## config.mk

```make
export PLATFORM = sky130hd
export DESIGN_NAME = dbus_arbiter_flat
export DESIGN_NICKNAME = d
export VERILOG_FILES = /design/src/rtl/dbus_arbiter_pkg.sv /design/src/rtl/dbus_arbiter_if.sv /design/src/rtl/dbus_starve_cnt.sv /design/src/rtl/dbus_arbiter.sv /design/src/flat_wrapper.sv
export SDC_FILE = /design/constraint.sdc
export NUM_CORES = 1
export LEC_CHECK = 0
export CORE_AREA = 5 5 192 194
export CTS_CLUSTER_SIZE = 25
export DETAILED_ROUTE_END_ITERATION = 10
export DIE_AREA = 0 0 197 199
export SETUP_SLACK_MARGIN = 0.15
export SLEW_MARGIN = 5
export SYNTH_ARGS = -nofsm -noshare
export SYNTH_HDL_FRONTEND = slang
export SYNTH_SLANG_ARGS = --single-unit
export TNS_END_PERCENT = 30
```

## constraint.sdc

```tcl
create_clock -name clk -period 2.2 [get_ports clk]
set_clock_uncertainty 0.2 [all_clocks]
set_input_delay 0.66 -clock clk [delete_from_list [all_inputs] [get_ports clk]]
set_output_delay 0.66 -clock clk [all_outputs]
set_load 0.01 [all_outputs]
```

## src/rtl/dbus_arbiter_pkg.sv

```systemverilog
// ---------------------------------------------------------------------------
// dbus_arbiter_pkg: shared state encoding and field widths for the data-bus arbiter.
// Revision: 1.0
// ---------------------------------------------------------------------------
`default_nettype none

package dbus_arbiter_pkg;

  localparam int C_RLEN_W         = 3;
  localparam int C_WLEN_W         = 2;
  localparam int C_STARVE_W       = 4;
  localparam int C_STARVE_MAX_DEF = 4;

  typedef enum logic [1:0] {
    ST_IDLE      = 2'd0,
    ST_BUSY_CORE = 2'd1,
    ST_BUSY_AUX  = 2'd2
  } arb_state_e;

endpackage : dbus_arbiter_pkg

`default_nettype wire

```

## src/rtl/dbus_arbiter_if.sv

```systemverilog
// ---------------------------------------------------------------------------
// dbus_arbiter_if: registered req/ready data-memory bus driven by the arbiter.
// Revision: 1.0
// ---------------------------------------------------------------------------
`default_nettype none

interface dbus_arbiter_if
  import dbus_arbiter_pkg::*;
#(
  parameter int AW   = 32,
  parameter int XLEN = 64
);

  logic                mem_req;
  logic                mem_we;
  logic [AW-1:0]       mem_addr;
  logic [XLEN-1:0]     mem_wdata;
  logic [C_RLEN_W-1:0] mem_rlen;
  logic [C_WLEN_W-1:0] mem_wlen;
  logic                mem_ready;
  logic [XLEN-1:0]     mem_rdata;

  modport master (
    output mem_req, mem_we, mem_addr, mem_wdata, mem_rlen, mem_wlen,
    input  mem_ready, mem_rdata
  );

  modport slave (
    input  mem_req, mem_we, mem_addr, mem_wdata, mem_rlen, mem_wlen,
    output mem_ready, mem_rdata
  );

endinterface : dbus_arbiter_if

`default_nettype wire

```

## src/rtl/dbus_starve_cnt.sv

```systemverilog
// ---------------------------------------------------------------------------
// dbus_starve_cnt: saturating counter of core grants taken while aux waits.
// Revision: 1.0
// ---------------------------------------------------------------------------
`default_nettype none

module dbus_starve_cnt
  import dbus_arbiter_pkg::*;
#(
  parameter int MAX = C_STARVE_MAX_DEF
) (
  input  logic                  clk,
  input  logic                  rstn,
  input  logic                  inc,
  input  logic                  clr,
  output logic [C_STARVE_W-1:0] cnt,
  output logic                  at_max
);

  localparam logic [C_STARVE_W-1:0] C_MAX = C_STARVE_W'(MAX);
  localparam logic [C_STARVE_W-1:0] C_ONE = C_STARVE_W'(1);

  logic [C_STARVE_W-1:0] cnt_q;
  logic [C_STARVE_W-1:0] cnt_d;

  // Clear dominates so an aux grant always restarts the window.
  always_comb begin
    cnt_d = cnt_q;
    if (clr) begin
      cnt_d = '0;
    end else if (inc && !at_max) begin
      cnt_d = cnt_q + C_ONE;
    end
  end

  always_ff @(posedge clk) begin
    if (!rstn) begin
      cnt_q <= '0;
    end else begin
      cnt_q <= cnt_d;
    end
  end

  assign at_max = (cnt_q == C_MAX);
  assign cnt    = cnt_q;

endmodule : dbus_starve_cnt

`default_nettype wire

```

## src/rtl/dbus_arbiter.sv

```systemverilog
// ---------------------------------------------------------------------------
// dbus_arbiter: shares the data-memory port between the core MEM stage and an
// aux master; DBUS_ARB_LOCK_EN adds core_lock to fence aux off the bus.
// Revision: 1.0
// ---------------------------------------------------------------------------
`default_nettype none

module dbus_arbiter
  import dbus_arbiter_pkg::*;
#(
  parameter int AW         = 32,
  parameter int XLEN       = 64,
  parameter int STARVE_MAX = C_STARVE_MAX_DEF
) (
  input  logic                clk,
  input  logic                rstn,
  // core MEM stage
  input  logic                core_rd_en,
  input  logic                core_wr_en,
  input  logic [AW-1:0]       core_addr,
  input  logic [XLEN-1:0]     core_wdata,
  input  logic [C_RLEN_W-1:0] core_rlen,
  input  logic [C_WLEN_W-1:0] core_wlen,
  output logic                core_hold,
  output logic [XLEN-1:0]     core_rdata,
`ifdef DBUS_ARB_LOCK_EN
  input  logic                core_lock,
`endif
  // auxiliary master
  input  logic                aux_req,
  input  logic                aux_we,
  input  logic [AW-1:0]       aux_addr,
  input  logic [XLEN-1:0]     aux_wdata,
  input  logic [C_RLEN_W-1:0] aux_rlen,
  input  logic [C_WLEN_W-1:0] aux_wlen,
  output logic                aux_gnt,
  output logic                aux_done,
  output logic [XLEN-1:0]     aux_rdata,
  // data memory
  dbus_arbiter_if.master      mem
);

  arb_state_e state_q, state_d;

  logic                mem_req_q,   mem_req_d;
  logic                mem_we_q,    mem_we_d;
  logic [AW-1:0]       mem_addr_q,  mem_addr_d;
  logic [XLEN-1:0]     mem_wdata_q, mem_wdata_d;
  logic [C_RLEN_W-1:0] mem_rlen_q,  mem_rlen_d;
  logic [C_WLEN_W-1:0] mem_wlen_q,  mem_wlen_d;
  logic [XLEN-1:0]     core_rdata_q, core_rdata_d;
  logic [XLEN-1:0]     aux_rdata_q,  aux_rdata_d;
  logic                aux_gnt_q,   aux_gnt_d;
  logic                aux_done_q,  aux_done_d;

  logic                  core_req;
  logic                  in_idle;
  logic                  aux_blocked;
  logic                  aux_win;
  logic                  core_win;
  logic                  starve_inc;
  logic                  starve_clr;
  logic                  starve_at_max;
  logic [C_STARVE_W-1:0] starve_cnt;

  assign core_req = core_rd_en | core_wr_en;
  assign in_idle  = (state_q == ST_IDLE);

`ifdef DBUS_ARB_LOCK_EN
  assign aux_blocked = core_lock;
`else
  assign aux_blocked = 1'b0;
`endif

  // Core has fixed priority except when aux has waited out the starvation window.
  assign aux_win  = in_idle & aux_req & ~aux_blocked & (~core_req | starve_at_max);
  assign core_win = in_idle & core_req & ~aux_win;

  assign starve_inc = core_win & aux_req;
  assign starve_clr = aux_win | ~aux_req;

  dbus_starve_cnt #(
    .MAX (STARVE_MAX)
  ) u_starve_cnt (
    .clk    (clk),
    .rstn   (rstn),
    .inc    (starve_inc),
    .clr    (starve_clr),
    .cnt    (starve_cnt),
    .at_max (starve_at_max)
  );

  always_comb begin
    state_d      = state_q;
    mem_req_d    = mem_req_q;
    mem_we_d     = mem_we_q;
    mem_addr_d   = mem_addr_q;
    mem_wdata_d  = mem_wdata_q;
    mem_rlen_d   = mem_rlen_q;
    mem_wlen_d   = mem_wlen_q;
    core_rdata_d = core_rdata_q;
    aux_rdata_d  = aux_rdata_q;
    aux_gnt_d    = 1'b0;
    aux_done_d   = 1'b0;

    case (state_q)
      ST_IDLE: begin
        if (aux_win) begin
          state_d     = ST_BUSY_AUX;
          mem_req_d   = 1'b1;
          mem_we_d    = aux_we;
          mem_addr_d  = aux_addr;
          mem_wdata_d = aux_wdata;
          mem_rlen_d  = aux_rlen;
          mem_wlen_d  = aux_wlen;
          aux_gnt_d   = 1'b1;
        end else if (core_win) begin
          // A simultaneous read and write enable resolves to the write.
          state_d     = ST_BUSY_CORE;
          mem_req_d   = 1'b1;
          mem_we_d    = core_wr_en;
          mem_addr_d  = core_addr;
          mem_wdata_d = core_wdata;
          mem_rlen_d  = core_rlen;
          mem_wlen_d  = core_wlen;
        end
      end
      ST_BUSY_CORE: begin
        if (mem.mem_ready) begin
          state_d   = ST_IDLE;
          mem_req_d = 1'b0;
          if (!mem_we_q) begin
            core_rdata_d = mem.mem_rdata;
          end
        end
      end
      ST_BUSY_AUX: begin
        if (mem.mem_ready) begin
          state_d    = ST_IDLE;
          mem_req_d  = 1'b0;
          aux_done_d = 1'b1;
          if (!mem_we_q) begin
            aux_rdata_d = mem.mem_rdata;
          end
        end
      end
      default: begin
        state_d   = ST_IDLE;
        mem_req_d = 1'b0;
      end
    endcase
  end

  always_ff @(posedge clk) begin
    if (!rstn) begin
      state_q      <= ST_IDLE;
      mem_req_q    <= 1'b0;
      mem_we_q     <= 1'b0;
      mem_addr_q   <= '0;
      mem_wdata_q  <= '0;
      mem_rlen_q   <= '0;
      mem_wlen_q   <= '0;
      core_rdata_q <= '0;
      aux_rdata_q  <= '0;
      aux_gnt_q    <= 1'b0;
      aux_done_q   <= 1'b0;
    end else begin
      state_q      <= state_d;
      mem_req_q    <= mem_req_d;
      mem_we_q     <= mem_we_d;
      mem_addr_q   <= mem_addr_d;
      mem_wdata_q  <= mem_wdata_d;
      mem_rlen_q   <= mem_rlen_d;
      mem_wlen_q   <= mem_wlen_d;
      core_rdata_q <= core_rdata_d;
      aux_rdata_q  <= aux_rdata_d;
      aux_gnt_q    <= aux_gnt_d;
      aux_done_q   <= aux_done_d;
    end
  end

  // Hold drops in the very cycle the core's access completes so the pipeline advances.
  assign core_hold = rstn & core_req & ~((state_q == ST_BUSY_CORE) & mem.mem_ready);

  assign core_rdata    = core_rdata_q;
  assign aux_rdata     = aux_rdata_q;
  assign aux_gnt       = aux_gnt_q;
  assign aux_done      = aux_done_q;

  assign mem.mem_req   = mem_req_q;
  assign mem.mem_we    = mem_we_q;
  assign mem.mem_addr  = mem_addr_q;
  assign mem.mem_wdata = mem_wdata_q;
  assign mem.mem_rlen  = mem_rlen_q;
  assign mem.mem_wlen  = mem_wlen_q;

endmodule : dbus_arbiter

`default_nettype wire

```

## src/flat_wrapper.sv

```systemverilog
// flat-port wrapper written by rule: the top's interface ports become plain ports
module dbus_arbiter_flat import dbus_arbiter_pkg::*;
#(
  parameter int AW         = 32,
  parameter int XLEN       = 64,
  parameter int STARVE_MAX = C_STARVE_MAX_DEF
)
  (clk, rstn, core_rd_en, core_wr_en, core_addr, core_wdata, core_rlen, core_wlen, core_hold, core_rdata, aux_req, aux_we, aux_addr, aux_wdata, aux_rlen, aux_wlen, aux_gnt, aux_done, aux_rdata, mem_mem_req, mem_mem_we, mem_mem_addr, mem_mem_wdata, mem_mem_rlen, mem_mem_wlen, mem_mem_ready, mem_mem_rdata);
  dbus_arbiter_if #(.AW(AW), .XLEN(XLEN)) mem_i ();
  input  logic clk;
  input  logic rstn;
  input  logic core_rd_en;
  input  logic core_wr_en;
  input  logic [AW-1:0] core_addr;
  input  logic [XLEN-1:0] core_wdata;
  input  logic [C_RLEN_W-1:0] core_rlen;
  input  logic [C_WLEN_W-1:0] core_wlen;
  output logic core_hold;
  output logic [XLEN-1:0] core_rdata;
  input  logic aux_req;
  input  logic aux_we;
  input  logic [AW-1:0] aux_addr;
  input  logic [XLEN-1:0] aux_wdata;
  input  logic [C_RLEN_W-1:0] aux_rlen;
  input  logic [C_WLEN_W-1:0] aux_wlen;
  output logic aux_gnt;
  output logic aux_done;
  output logic [XLEN-1:0] aux_rdata;
  output wire logic [$bits(mem_i.mem_req)-1:0] mem_mem_req;
  output wire logic [$bits(mem_i.mem_we)-1:0] mem_mem_we;
  output wire logic [$bits(mem_i.mem_addr)-1:0] mem_mem_addr;
  output wire logic [$bits(mem_i.mem_wdata)-1:0] mem_mem_wdata;
  output wire logic [$bits(mem_i.mem_rlen)-1:0] mem_mem_rlen;
  output wire logic [$bits(mem_i.mem_wlen)-1:0] mem_mem_wlen;
  input wire logic [$bits(mem_i.mem_ready)-1:0] mem_mem_ready;
  input wire logic [$bits(mem_i.mem_rdata)-1:0] mem_mem_rdata;
  assign mem_mem_req = mem_i.mem_req;
  assign mem_mem_we = mem_i.mem_we;
  assign mem_mem_addr = mem_i.mem_addr;
  assign mem_mem_wdata = mem_i.mem_wdata;
  assign mem_mem_rlen = mem_i.mem_rlen;
  assign mem_mem_wlen = mem_i.mem_wlen;
  assign mem_i.mem_ready = mem_mem_ready;
  assign mem_i.mem_rdata = mem_mem_rdata;
  dbus_arbiter #(.AW(AW), .XLEN(XLEN), .STARVE_MAX(STARVE_MAX)) u_core (.clk(clk), .rstn(rstn), .core_rd_en(core_rd_en), .core_wr_en(core_wr_en), .core_addr(core_addr), .core_wdata(core_wdata), .core_rlen(core_rlen), .core_wlen(core_wlen), .core_hold(core_hold), .core_rdata(core_rdata), .aux_req(aux_req), .aux_we(aux_we), .aux_addr(aux_addr), .aux_wdata(aux_wdata), .aux_rlen(aux_rlen), .aux_wlen(aux_wlen), .aux_gnt(aux_gnt), .aux_done(aux_done), .aux_rdata(aux_rdata), .mem(mem_i));
endmodule
```

==> results of run 1 <==
## cell usage after synthesis
master | count | area (um2)
nand2_1 | 362 | 1359
dfxtp_1 | 239 | 4785
a21oi_1 | 206 | 1031
a21boi_0 | 128 | 960.9
o21ai_0 | 105 | 525.5
clkbuf_1 | 54 | 202.7
buf_2 | 29 | 145.1
clkbuf_2 | 7 | 35.03
ha_1 | 5 | 62.56
nor2_1 | 5 | 18.77
buf_1 | 4 | 15.01
inv_1 | 4 | 15.01
nor2b_1 | 4 | 25.02
and3_1 | 3 | 18.77
buf_4 | 3 | 22.52
a21o_1 | 2 | 15.01
and2_1 | 2 | 12.51
nand2b_1 | 2 | 12.51
nand3_1 | 2 | 10.01
nor3_1 | 2 | 10.01
or2_2 | 2 | 12.51
a211oi_1 | 1 | 7.510
a21oi_4 | 1 | 16.27
a22oi_1 | 1 | 7.510
a31oi_1 | 1 | 6.260
and3b_1 | 1 | 8.760
mux2i_1 | 1 | 10.01
nand3b_1 | 1 | 7.510
nor2_2 | 1 | 6.260
nor3b_1 | 1 | 7.510
o21ai_2 | 1 | 8.760
o2bb2ai_1 | 1 | 8.760
o31ai_1 | 1 | 7.510
or2_4 | 1 | 8.760
## routing by layer
layer / vias to the layer above / wire length [um]
li1: 4981 / -
met1: 4683 / 15450
met2: 393 / 19220
met3: 61 / 3566
met4: 0 / 980
met5: - / 0
## cells by family after synthesis
logic type      Yosys count
simple gates            389
buf+inv                 101
compound gates          448
flops                   239
fa+ha+maj                 5
mux                       1
## cells in the final DEF (no fill, tap or decap), types with 6 or more instances in the layout
| cell | count |
|---|---|
| nand2_1 | 360 |
| clkdlybuf4s50_1 | 268 |
| dfxtp_1 | 233 |
| a21oi_1 | 206 |
| a21boi_0 | 128 |
| clkdlybuf4s15_1 | 121 |
| o21ai_0 | 105 |
| dlygate4sd2_1 | 43 |
| buf_4 | 43 |
| clkbuf_2 | 42 |
| clkbuf_16 | 31 |
| clkdlybuf4s15_2 | 24 |
| buf_12 | 22 |
| clkbuf_8 | 6 |
| buf_2 | 6 |
## worst max-delay path, cell delays in order
cell and delay, ns:
clkdlybuf4s15_1 0.18, or2_4 0.28, and3_4 0.19, buf_6 0.11
## state kept, by name (all words and copies together), names as in the netlist
| name | count |
|---|---|
| u_core.mem.mem_addr | 32 |
| u_core.aux_gnt | 1 |
| u_core.core_rdata | 64 |
| u_core.mem.mem_wlen | 2 |
| u_core.aux_done | 1 |
| u_core.u_starve_cnt.cnt | 4 |
| u_core.mem.mem_wdata | 64 |
| u_core.mem.mem_we | 1 |
| u_core.mem.mem_req | 1 |
| u_core.aux_rdata | 64 |
| u_core.mem.mem_rlen | 3 |
| u_core.state_q | 2 |
## repair_timing
item | in CTS | in global routing
gates resized for setup | 405 | 128
gates cloned | 0 | 3
buffers inserted | 1 | 2
pin swaps | 2 | 3
setup endpoints to repair | 304 | 223
endpoints found under the hold margin | 0 | 0
## per-stage QoR
stage               worst slack (ns)  power, W  hold slack (ns)  area, um2  TNS (ns)
finish                      -0.09144   0.01186           0.2590      16230  -0.09144
global placement             -0.7518  0.007385           0.2504      15390    -68.88
CTS                          -0.1026   0.01204           0.2622      16230   -0.1026
detailed placement           -0.7304  0.007413           0.2564      15390    -69.22
floorplan                     0.1565  0.005809           0.2707       9408         0
global route                 -0.1115   0.01244           0.2787      16230   -0.1115
## cell type report
| type | count | area (um2) |
|---|---|---|
| fill | 3506 | 18820 |
| timing repair buffer | 575 | 5643 |
| sequential | 239 | 4795 |
| multi-input combinational | 843 | 4255 |
| clock buffer | 39 | 823.3 |
| tap | 461 | 576.8 |
| clock inverter | 11 | 117.6 |
| inverter | 4 | 15.01 |
| antenna | 1 | 2.502 |
## report_power, final
part,switching (W),leakage [nW],internal [W]
logic,0.00114,4.05,0.00122
registers,0.000160,1.96,0.00465
clock network,0.00187,0.462,0.00283
total,0.00316,6.48,0.00870
## how the worst max path moves through the flow
stage                      endpoint  slack (ns)  cells after the start
after floorplan           core_hold        0.16                      3
after global placement    core_hold       -0.75                      4
after detailed placement  core_hold       -0.73                      4
after CTS                 core_hold       -0.10                      5
after global routing      core_hold       -0.11                      5
final                     core_hold       -0.09                      4
==> metrics, run 1 <==
layout cells sized above 1 12.27%; mapped cell area 0.009405 mm2; Final Hold Vio Count 0; status finished with violations; gr usage total 18.26%; CP Class input port to output pin; PD cells 731.1 mW/mm2; Synth Area in Compound Gates 27.59%; CTS clk-pin slew, worst paths 0.06 ns; clk_lat worst skew 0.53 ns; Pins Over Slew Limit 0; Arr. time, crit path 1.43 ns; Max-Cap Viols 0; Hold Path Class flop to flop; post-synthesis simple-gate area fraction 16.14%; WL per Instance 18.04 um; layer with the highest usage met2; leak pwr 6.476 nW; Hold Crit Endpoint u_core.core_rdata[12]$_SDFFE_PN0P_; crit path capture type output pin; final worst slack -0.09144 ns; worst path required time 1.34 ns; Starting Density 26.83%; post-synthesis cell count 1,183; Worst setup startpoint core_wr_en; Rel. slew slack 59.69%; TritonCTS clock tree done; I/O pin cnt 507; drt total wl 39.21 mm; cell count after placement 2,116; final worst path period share 104.2%; Post-Synth XOR/XNOR Area 0%; GRT met3 Usage 6.419%; Die ar. 0.03920 mm2; Final Non-Filler Cells 2,173; vias per inst 4.656; syn avg cell area 7.950 um2; FF-to-FF Start u_core.state_q[0]$_SDFFE_PN0P_; Core ar. 0.03505 mm2; HP Start u_core.core_rdata[12]$_SDFFE_PN0P_; cell row count 69; number of global-route vias before repair 10,170; nets@finish 1,969; flop2flop setup slack 0.29 ns; vias 10,120; first-pass GRT wire length 57.89 mm; mux share of post-synthesis cell area 0.1064%; die height 199 um; post-synth cell types 34; RR Endpoint u_core.aux_rdata[21]$_SDFFE_PN0P_; violated checks negative setup slack; DR pass1 iterations 5; worst-margin pin slew 0.6047 ns; Buffers on Ports 506; Post-DRT Antenna Nets 0; Synth Register Bits 239; Syn Nets 1,461; cts bufs inserted 28; Crit Path Max Fanout 2; yosys warns 0; post-synthesis sequential area ratio 50.87%; htree depth 1; R2R cell count 8; Synth Area in Adders 0.6652%; # hold bufs at CTS 0; First DRT Iteration DRCs 336; Worst setup SP type input port; Hold Path Stages 2; Clock Path Buffers 3; Die X 197 um; Area growth, synth to finish 72.54%; GR met1 Demand/Resource 21.26%; largest net degree at the start of global routing 144; routability cong. 0.8019; fmax 0.4364 GHz; CTS root buf clkbuf_16; initial antenna violation count 1; largest family of logic cells by synthesized area compound AO/OA/AOI/OAI gates; met2 Resource Use GR 32.12%; DP Wirelength 27.89 mm; Sink Count 239; Final setup viols 1; RSZ-0062 raised after global routing true; Min Clock Period, post-route 2.291 ns; Core Util, Final 46.30%; worst vdd ir 0.5587 mV; DRC viols 0; Overflow after GRT 0
Note: power is estimated with default switching activity, not from simulation.
==> run 2, diff against run 1 <==
- ABC_CLOCK_PERIOD_IN_PS: unset -> 2200
- CORE_AREA: 5 5 192 194 -> 5 5 195 197
- DIE_AREA: 0 0 197 199 -> 0 0 200 202
- SYNTH_HIERARCHICAL: unset -> 1
==> metrics, run 2 <==
status finished with violations; violated checks negative setup slack; htree depth 1; Arr. time, crit path 1.45 ns; yosys warns 6; Max-Cap Viols 0; worst vdd ir 0.5737 mV; leak pwr 6.397 nW; Synth Area in Compound Gates 32.54%; die height 202 um; Core ar. 0.03608 mm2; RSZ-0062 raised after global routing true; commonest non-fill, non-tap cell in the layout clkdlybuf4s50_1; Final Hold Vio Count 0; Worst setup startpoint core_wr_en; final worst path period share 105.1%; vias per inst 4.923; DP Wirelength 29.15 mm; Async S/R FF share, synth 0%; Primary FF master, synth dfxtp_1; Post-DRT Antenna Nets 0; Worst setup SP type input port; R2R cell count 9; Hold Path Stages 2; Rel. slew slack 58.81%; post-synth top area share 48.05%; commonest cells after routing, fill and taps aside 269 x clkdlybuf4s50_1, 263 x nand2_1, 232 x dfxtp_1, 142 x o21ai_0, 129 x a21boi_0; final worst slack -0.1133 ns; Synth Area in Adders 0.6282%; Worst Path Buf+Inv 2; largest family of logic cells by synthesized area compound AO/OA/AOI/OAI gates; Syn Nets 1,488; # hold bufs at CTS 0; Final setup viols 1; Post-synth top cells 266 x nand2_1, 239 x dfxtp_1, 143 x o21ai_0, 129 x a21boi_0, 104 x a21oi_1; WP depth 4; CP Capture Point core_hold; most frequent cell after synthesis nand2_1; gr usage total 18.70%; CP Cell Sequence clkdlybuf4s50_1, nor2_1, nor2_1, buf_2; Clock Path Buffers 3; CTS root buf clkbuf_16; post-synth cell types 36; Critical Path Most Common Cell nor2_1; number of synthesized flops with an enable pin 0; Buffers on Ports 506; post-synthesis cell count 1,210; routability cong. 0.8453; post-synthesis sequential area ratio 48.05%; Core Util, Final 45.57%; Fillers 3,617; mapped cell area 0.009958 mm2; PD cells 762.4 mW/mm2; RR Endpoint u_core/mem.mem_wdata[8]$_SDFFE_PN0P_; largest net degree at the start of global routing 139; cts bufs inserted 28; number of global-route vias before repair 10,640; cell row count 70; I/O pin cnt 507; CTS clk-pin slew, worst paths 0.06 ns; drt total wl 41.30 mm; cell family with most CP delay buffers and inverters; FF-to-FF Start u_core/u_starve_cnt/cnt[0]$_SDFFE_PP0P_; setup_tns -0.1133 ns; Hold Path Class flop to flop; DR pass1 iterations 5; Overflow after GRT 0; largest cells by area after synthesis dfxtp_1 48%, nand2_1 10%, a21boi_0 9.7%; worst path required time 1.34 ns; Pins Over Slew Limit 0; crit path capture type output pin; cell count after placement 2,124; Die X 200 um; Sink Count 239; fmax 0.4323 GHz; mux share of post-synthesis cell area 0%; TritonCTS clock tree done; CP max stage cell clkdlybuf4s50_1; first-pass GRT wire length 61.26 mm; Crit Path Max Fanout 2; Starting Density 27.60%; layout cells sized above 1 11.08%; Final Non-Filler Cells 2,184; post-synthesis simple-gate area fraction 11.53%; First DRT Iteration DRCs 506; vias 10,750; Synth Register Bits 239; WL per Instance 18.91 um; Post-Synth XOR/XNOR Area 0%; CP Class input port to output pin; Die ar. 0.04040 mm2; initial antenna violation count 1; syn avg cell area 8.230 um2; Min Clock Period, post-route 2.313 ns; flop2flop setup slack 0.22 ns; worst stage delay on the critical path 0.43 ns; Area growth, synth to finish 65.12%; DRC viols 0; clk_lat worst skew 0.54 ns; largest area contributor in the netlist dfxtp_1; nets@finish 1,973; worst-margin pin slew 0.6179 ns
run 2: cell types whose count changed after synthesis, moves of 3 or more:
cell / delta
clkbuf_1: -11
buf_4: +5
nor2b_1: -3
clkbuf_2: -7
o21ai_0: +38
a21oi_1: -102
buf_6: +20
a31oi_1: +99
nand2_1: -96
o21ai_1: +61
buf_2: +17
run 2: final cells by class:
class / instances / area (um2) / area share, %
clock inverter: 8 / 72.57 / 0.4413
antenna: 1 / 2.502 / 0.01522
multi-input combinational: 844 / 4552 / 27.68
tap: 468 / 585.6 / 3.561
clock buffer: 42 / 824.5 / 5.014
inverter: 6 / 22.52 / 0.1370
timing repair buffer: 576 / 5590 / 34.00
sequential: 239 / 4793 / 29.15
run 2: per-layer routing:
layer	routed length [um]	global-route usage [%]	part of all wire [%]
met5	0	0	0
met4	1014	5.143	2.5
met3	4267	5.684	10
met2	19430	31.22	47
met1	16590	23.34	40
run 2: cells by family (layout without fill, tap and decap cells):
logic type | count (synthesis) | in the layout
adder cells (fa/ha/maj) | 5 | 5
AND/OR/NAND/NOR | 292 | 292
AO/OA/AOI/OAI | 547 | 547
flip-flops | 239 | 239
other | 0 | 1
buffers and inverters | 127 | 632
run 2: where the power goes:
group | internal (W) | leakage [nW] | switching [W] | total, W
Clock | 0.00269 | 0.433 | 0.00183 | 0.00452
Combinational | 0.00151 | 4.00 | 0.00158 | 0.00310
Sequential | 0.00472 | 1.96 | 0.000197 | 0.00492
Total | 0.00893 | 6.40 | 0.00361 | 0.0125
run 2: how the worst min path moves through the flow:
stage | slack (ns) | from | end
CTS | 0.26 | u_core/core_rdata[46]$_SDFFE_PN0P_ | u_core/core_rdata[46]$_SDFFE_PN0P_
global placement | 0.25 | u_core/aux_rdata[6]$_SDFFE_PN0P_ | u_core/aux_rdata[6]$_SDFFE_PN0P_
floorplan | 0.24 | u_core/u_starve_cnt/cnt[3]$_SDFFE_PP0P_ | u_core/u_starve_cnt/cnt[3]$_SDFFE_PP0P_
finish | 0.26 | u_core/aux_rdata[12]$_SDFFE_PN0P_ | u_core/aux_rdata[12]$_SDFFE_PN0P_
detailed placement | 0.26 | u_core/aux_rdata[12]$_SDFFE_PN0P_ | u_core/aux_rdata[12]$_SDFFE_PN0P_
global route | 0.28 | u_core/aux_rdata[63]$_SDFFE_PN0P_ | u_core/aux_rdata[63]$_SDFFE_PN0P_
run 2: worst register-to-register path, cell delays in order (launching register included):
cell      delay, ns
dfxtp_2        0.36
inv_2          0.06
ha_4           0.15
nand3b_1       0.13
inv_2          0.08
o21bai_4       0.21
buf_12         0.15
buf_12         0.16
a31oi_1        0.25
a21oi_1        0.11
run 2: metrics by stage:
| stage | worst slack, ns | hold slack, ns | instance area [um2] | power (W) |
|---|---|---|---|---|
| after floorplan | 0.09432 | 0.2398 | 9985 | 0.006441 |
| after global placement | -0.6850 | 0.2482 | 15670 | 0.008242 |
| after detailed placement | -0.6375 | 0.2554 | 15670 | 0.008260 |
| after CTS | -0.1203 | 0.2629 | 16390 | 0.01261 |
| after global routing | -0.1612 | 0.2784 | 16440 | 0.01315 |
| final | -0.1133 | 0.2585 | 16440 | 0.01254 |
run 2: what timing repair did:
item / CTS / global route
pin swaps: 6 / 5
gates cloned: 0 / 1
gates resized for setup: 326 / 119
endpoints found under the setup margin: 240 / 125
endpoints found under the hold margin: 0 / 0
setup buffers: 1 / 7
